[src/rtl/debounce_bank.sv]
// debounce_bank
//   Multi-channel push-button / switch conditioner. Each raw pin passes through
//   a two-flop synchroniser and an optional per-channel inversion, then a
//   per-channel counter that only accepts a new level after it has persisted for
//   STABLE_TICKS consecutive ticks of a shared, free-running prescaler. Each
//   channel gives a clean level plus one-cycle rise/fall strobes.
//
// Ports
//   clk     in   1   system clock
//   rst     in   1   synchronous reset, active-high (dominates all activity)
//   btn     in   CH  raw asynchronous pins
//   out     out  CH  debounced level (after INVERT)
//   rise    out  CH  one-cycle strobe in the cycle out[i] goes 0->1
//   fall    out  CH  one-cycle strobe in the cycle out[i] goes 1->0
//   change  out  1   OR of all rise/fall strobes
`timescale 1ns/1ps

module debounce_bank #(
  parameter int            CH           = 4,
  parameter int            PRESCALE     = 1024,
  parameter int            STABLE_TICKS = 8,
  parameter logic [CH-1:0] INVERT       = '0,
  parameter logic          RST_LEVEL    = 1'b0
) (
  input  logic          clk,
  input  logic          rst,
  input  logic [CH-1:0] btn,
  output logic [CH-1:0] out,
  output logic [CH-1:0] rise,
  output logic [CH-1:0] fall,
  output logic          change
);

  localparam int PW = (PRESCALE > 1) ? $clog2(PRESCALE) : 1;
  localparam int CW = (STABLE_TICKS > 1) ? $clog2(STABLE_TICKS) : 1;

  localparam logic [PW-1:0] PRE_LAST = PW'(PRESCALE - 1);
  localparam logic [CW-1:0] CNT_LAST = CW'(STABLE_TICKS - 1);

  // Reset value of the sync flops is pre-inverted so that the conditioned level
  // equals RST_LEVEL straight out of reset and no spurious edge is seen.
  localparam logic [CH-1:0] SYNC_RST = {CH{RST_LEVEL}} ^ INVERT;

  logic [CH-1:0] sync1_q, sync1_d;
  logic [CH-1:0] sync2_q, sync2_d;
  logic [PW-1:0] pre_q, pre_d;
  logic [CH-1:0] out_q, out_d;
  logic [CH-1:0] rise_q, rise_d;
  logic [CH-1:0] fall_q, fall_d;
  logic [CW-1:0] cnt_q [CH];
  logic [CW-1:0] cnt_d [CH];

  logic [CH-1:0] s;
  logic          tick;

  // Synchroniser stage
  always_comb begin
    sync1_d = btn;
    sync2_d = sync1_q;
  end

  assign s = sync2_q ^ INVERT;

  // Shared prescaler: tick is high for the single cycle the count sits at PRESCALE-1
  assign tick = (pre_q == PRE_LAST);

  always_comb begin
    pre_d = tick ? '0 : pre_q + PW'(1);
  end

  // Per-channel stability counters and acceptance
  always_comb begin
    out_d  = out_q;
    rise_d = '0;
    fall_d = '0;
    for (int i = 0; i < CH; i++) begin
      cnt_d[i] = cnt_q[i];
      if (s[i] == out_q[i]) begin
        // Any agreeing cycle cancels a pending change.
        cnt_d[i] = '0;
      end else if (tick && (cnt_q[i] == CNT_LAST)) begin
        out_d[i]  = s[i];
        cnt_d[i]  = '0;
        rise_d[i] = s[i];
        fall_d[i] = ~s[i];
      end else if (tick) begin
        cnt_d[i] = cnt_q[i] + CW'(1);
      end
    end
  end

  always_ff @(posedge clk) begin
    if (rst) begin
      sync1_q <= SYNC_RST;
      sync2_q <= SYNC_RST;
      pre_q   <= '0;
      out_q   <= {CH{RST_LEVEL}};
      rise_q  <= '0;
      fall_q  <= '0;
      for (int i = 0; i < CH; i++) begin
        cnt_q[i] <= '0;
      end
    end else begin
      sync1_q <= sync1_d;
      sync2_q <= sync2_d;
      pre_q   <= pre_d;
      out_q   <= out_d;
      rise_q  <= rise_d;
      fall_q  <= fall_d;
      for (int i = 0; i < CH; i++) begin
        cnt_q[i] <= cnt_d[i];
      end
    end
  end

  assign out    = out_q;
  assign rise   = rise_q;
  assign fall   = fall_q;
  assign change = |(rise_q | fall_q);

endmodule

[config.mk]
export PLATFORM = sky130hd
export DESIGN_NAME = debounce_bank
export DESIGN_NICKNAME = d
export VERILOG_FILES = /design/src/rtl/debounce_bank.sv
export SDC_FILE = /design/constraint.sdc
export NUM_CORES = 1
export LEC_CHECK = 0
export CAP_MARGIN = 10
export CORE_MARGIN = 2
export CORE_UTILIZATION = 41
export CTS_BUF_LIST = sky130_fd_sc_hd__clkbuf_8
export DETAILED_ROUTE_END_ITERATION = 6
export PLACE_DENSITY_LB_ADDON = 0.05
export REMOVE_ABC_BUFFERS = 1
export SLEW_MARGIN = 20
export SYNTH_ARGS = -nofsm -noshare
export SYNTH_HDL_FRONTEND = slang
export SYNTH_SLANG_ARGS = --single-unit
[constraint.sdc]
create_clock -name clk -period 1.7 [get_ports clk]
set_clock_uncertainty 0.05 [all_clocks]
set_input_delay 0.17 -clock clk [delete_from_list [all_inputs] [get_ports clk]]
set_output_delay 0.17 -clock clk [all_outputs]
set_load 0.1 [all_outputs]
Yosys cells after proc, flatten, opt, wreduce, memory -nomap -nowiden
Memories as Yosys holds them, arrays and structs flattened.
Index checks and enable logic that the tools add are counted.
{"block": "classes", "add_sub_neg": 5, "n_eq_ne": 9, "n_mux": 19, "bitwise": 17, "reduce_logical": 14}
{"cell": "3-bit 2-to-1 mux", "count": 16}
{"cell": "3-bit by 1-bit adder with 3-bit output (second input constant)", "count": 4}
{"cell": "3-bit equality test (second input constant)", "count": 4}
{"cell": "1-bit NOT", "count": 12}
{"cell": "3-bit OR reduction", "count": 4}
{"cell": "10-bit by 1-bit adder with 10-bit output (second input constant)", "count": 1}
{"cell": "10-bit equality test (second input constant)", "count": 1}
{"cell": "2-bit AND reduction", "count": 4}
{"cell": "1-bit equality test", "count": 4}
{"cell": "1-bit logical AND", "count": 4}
{"cell": "1-bit bitwise OR", "count": 4}
{"cell": "4-bit bitwise OR", "count": 1}
{"cell": "4-bit OR reduction", "count": 1}
{"cell": "1-bit 2-to-1 mux", "count": 3}
{"cell": "2-bit OR reduction", "count": 1}
{"block": "totals", "ff_bits": 30, "elab_cells": 80, "out_inout_bits": 13, "in_bits": 6, "ram_bits": 12, "mem_count": 1}
{"name": "cnt_q", "depth": 4, "width": 3, "rd": 4, "rd_ports_with_merged_regs": 0, "write_ports": 4, "line": "50", "source": "logic [CW-1:0] cnt_q [CH];"}

Longest topological paths before layout
{"block": "depth", "ltp_word": 5, "mapped_depth": 6, "depth_no_buf": 5}

Least setup slack after synthesis
Ideal clock, no wire load.
{"block": "synth_timing", "path_kind": "reg2out", "from": "register fall_q[0], in the netlist fall[0]", "to": "output port change", "slack_ns": -0.292, "arrival_time_ns": 1.772, "stages_incl_launch_ff": 3, "path_buffers": 0, "required_ns": 1.480, "cell_sequence": "dfxtp_1 -> nor4_1 -> nand2_1"}
{"block": "synth_between", "elab_chain_len": 2}
{"element": "start, declared", "line": "49", "source": "logic [CH-1:0] fall_q, fall_d;"}
{"element": "start signal, assigned", "line": "109", "source": "fall_q <= fall_d;"}
{"element": "4-bit bitwise OR", "line": "119", "source": "assign change = |(rise_q | fall_q);"}
{"element": "4-bit OR reduction", "line": "119"}
{"element": "end, declared", "line": "31", "source": "output logic change"}
No other way between the ends.

Final worst setup path
Ends and elaborated chain as after synthesis.

==> flow_metrics.env <==
export IMPL_status="finished clean"
export IMPL_cts_setup_buffers=0
export IMPL_finalCriticalPeriod_ns=1.564
export IMPL_slew_headroom=0.6790
export IMPL_critPathTopFamily="simple AND/OR/NAND/NOR gates"
export IMPL_cp_num_cells=3
export IMPL_reg2reg_depth=4
export IMPL_n_antenna_cell=0
export IMPL_via_per_inst=5.548
export IMPL_hold_violations=0
export IMPL_synth_seq_cells=42
export IMPL_clock_sinks=42
export IMPL_drc_errors=0
export IMPL_dr_first_iter_drc_count=60
export IMPL_die_y_um=72.04
export IMPL_clkTransAtPathRegs_ns=0.08
export IMPL_path_cells="nor4_1 -> nand2_1 -> buf_12"
export IMPL_syn_area_per_cell_um2=9.734
export IMPL_grt_first_pass_wirelength_um=7051
export IMPL_max_freq_ghz=0.6393
export IMPL_ir_drop_mv=0.4341
export IMPL_final_setup_viol_count=0
export IMPL_cpPeakStageDelay_ns=0.37
export IMPL_wl_per_cell_um=14.44
export IMPL_core_rowCount=24
export IMPL_dp_slack_ns=0.1924
export IMPL_hold_start="btn[3]"
export IMPL_yosysUniqueCellTypes=37
export IMPL_worst_pin_slew_ns=0.4799
export IMPL_start_util=0.4300
export IMPL_num_fill_cells=430
export IMPL_firstDrtPassIters=4
export IMPL_synth_cells=195
export IMPL_critical_path_class="reg -> out"
export IMPL_final_setup_tns_ns=0
export IMPL_placed_area_um2=2275
export IMPL_hold_path_class="in -> reg"
export IMPL_post_cts_resized=0
export IMPL_rr_startpoint="pre_q[3]"
export IMPL_syn2layout_area_growth_pct=24.65
export IMPL_use_met3=0.04444
export IMPL_cts_root_buffer="clkbuf_8"
export IMPL_p_total_uw=1715
export IMPL_io_pins=19
export IMPL_insertion_delay_ns=0.29
export IMPL_drv_slew=0
export IMPL_post_route_period_util=0.9202
export IMPL_start_kind="flip-flop"
export IMPL_grt_usage=0.1714
export IMPL_slowest_stage="nor4_1"
export IMPL_place_gp_congestion=0.8022
export IMPL_tritoncts="built"
export IMPL_die_w_um=72.04
export IMPL_use_met2=0.2984
export IMPL_crit_start="fall[0]"
export IMPL_clock_path_buffers=2
export IMPL_grt_max_degree=15
export IMPL_fin_area_um2=2366
export IMPL_dieArea_um2=5190
export IMPL_grt_pass1_vias=1549
export IMPL_nets=232
export IMPL_final_layout_size_suffix_gt1_frac=0.1651
export IMPL_dpl_cell_count=262
export IMPL_cts_hold_buf=0
export IMPL_num_vias=1498
export IMPL_ant_nets=0
export IMPL_cts_buffers=5
export IMPL_rsz0062_at_grt="false"
export IMPL_htree_levels=2
export IMPL_synth_warnings=0
export IMPL_worstPathRequired_ns=1.48
export IMPL_finalWirelength_um=3899
export IMPL_core_area_um2=4414
export IMPL_end_kind="output port"
export IMPL_syn_cell_area_um2=1898
export IMPL_antenna_found_initial=0
export IMPL_top_usage_layer="met2"
export IMPL_io_buffers=18
export IMPL_cp_max_fo=2
export IMPL_gr_total_overflow=0
export IMPL_hpwlAfterDp_um=2939
export IMPL_setup_slack_ns=0.1357
export IMPL_ys_seq_area_frac=0.4430
export IMPL_worst_ep_arrival_time_ns=1.34
export IMPL_min_path_cells=2
export IMPL_use_met1=0.2094
export IMPL_final_instance_count_excl_fill=270
export IMPL_cap_violations=0
export IMPL_path_buf_inv=1
export IMPL_powerDensity_nw_per_um2=724.8
export IMPL_leakagePower_uw=0.0009437
## registers in the layout, summed over array words and instances, names as in the netlist
name / count
pre_q: 10
cnt_q: 12
sync1_q: 4
s: 4
out: 4
fall: 4
rise: 4
## cell type report
type / instances / area (um2) / share of cell area
multi-input combinational: 138 / 972.2 / 0.4109
tap: 52 / 65.06 / 0.02750
clock buffer: 6 / 82.58 / 0.03490
clock inverter: 2 / 8.758 / 0.003702
inverter: 1 / 3.754 / 0.001586
sequential: 42 / 840.8 / 0.3554
timing repair buffer: 29 / 392.9 / 0.1660
## worst paths after layout
check	end	slack (ns)
setup / recovery	change	0.14
hold reg to reg	s[2]	0.40
setup reg to reg	cnt_q[2][2]	0.18
hold / removal	sync1_q[3]	0.38
## where the power goes
group	total, uW	leakage [uW]	internal [uW]	switching [uW]
Sequential	1010	0.000341	998	10.7
Clock	650	0.0000524	322	329
Combinational	55.8	0.000551	31.5	24.3
Total	1710	0.000944	1350	364
## per-stage QoR
step,util,hold slack (ns)
detailed placement,0.5153,0.3850
floorplan,-,0.1891
finish,0.5360,0.3757
global placement,0.5153,0.3735
CTS,0.5360,0.3679
global route,0.5360,0.3745
## layout by cell type, fill, tap and decap left out, types with 2 or more instances in the layout
master	count
nand2_1	12
a41o_1	2
xnor2_1	2
nor3_1	3
or3_1	3
and2_1	3
nand2b_1	2
nor2_1	9
mux2i_1	2
clkdlybuf4s50_1	5
and4b_1	3
nand4_1	13
o31ai_1	12
nor4_1	2
a41oi_1	2
nor3b_2	2
buf_4	11
inv_1	2
a21oi_1	11
and4_1	5
o21ai_0	3
xor2_1	5
nor2b_1	16
a21boi_0	4
clkbuf_8	6
buf_12	13
ha_1	9
dfxtp_1	42
nand3_1	5
## cell usage after synthesis (all sizes together)
library cell   n  area (um2)
a211o          1       8.760
a211oi         1       7.510
a21boi         4       30.03
a21oi         11       55.05
a32o           1       10.01
a41o           2       20.02
a41oi          2       17.52
and2           3       18.77
and3           1       6.260
and4           5       43.79
and4b          3       30.03
buf            9       62.55
clkbuf         5       18.77
dfxtp         42       840.8
ha             9       112.6
inv            1       3.750
mux2i          2       20.02
nand2         12       45.04
nand2b         2       12.51
nand3          5       25.02
nand4         14       102.6
nor2           9       33.78
nor2b         16       100.1
nor3           4       31.28
nor3b          3       32.53
nor4           2       12.51
o21ai          3       15.01
o221a          1       11.26
o31ai         12       90.09
or3            3       18.77
xnor2          2       17.52
xor2           5       43.79
## routing by layer
layer / up-vias / wire length, um
li1: 765 / -
met1: 708 / 1746
met2: 19 / 1979
met3: 6 / 123
met4: 0 / 49
met5: - / 0
## kinds of logic after synthesis
group                    Yosys count  synth area share
XOR/XNOR                           7           0.03230
AND/OR/NAND/NOR                   82            0.2703
adder cells (fa/ha/maj)            9           0.05933
flip-flops                        42            0.4430
multiplexers                       2           0.01055
AO/OA/AOI/OAI                     38            0.1398
buffers and inverters             15           0.04482
Note: power is estimated with default switching activity, not from simulation.
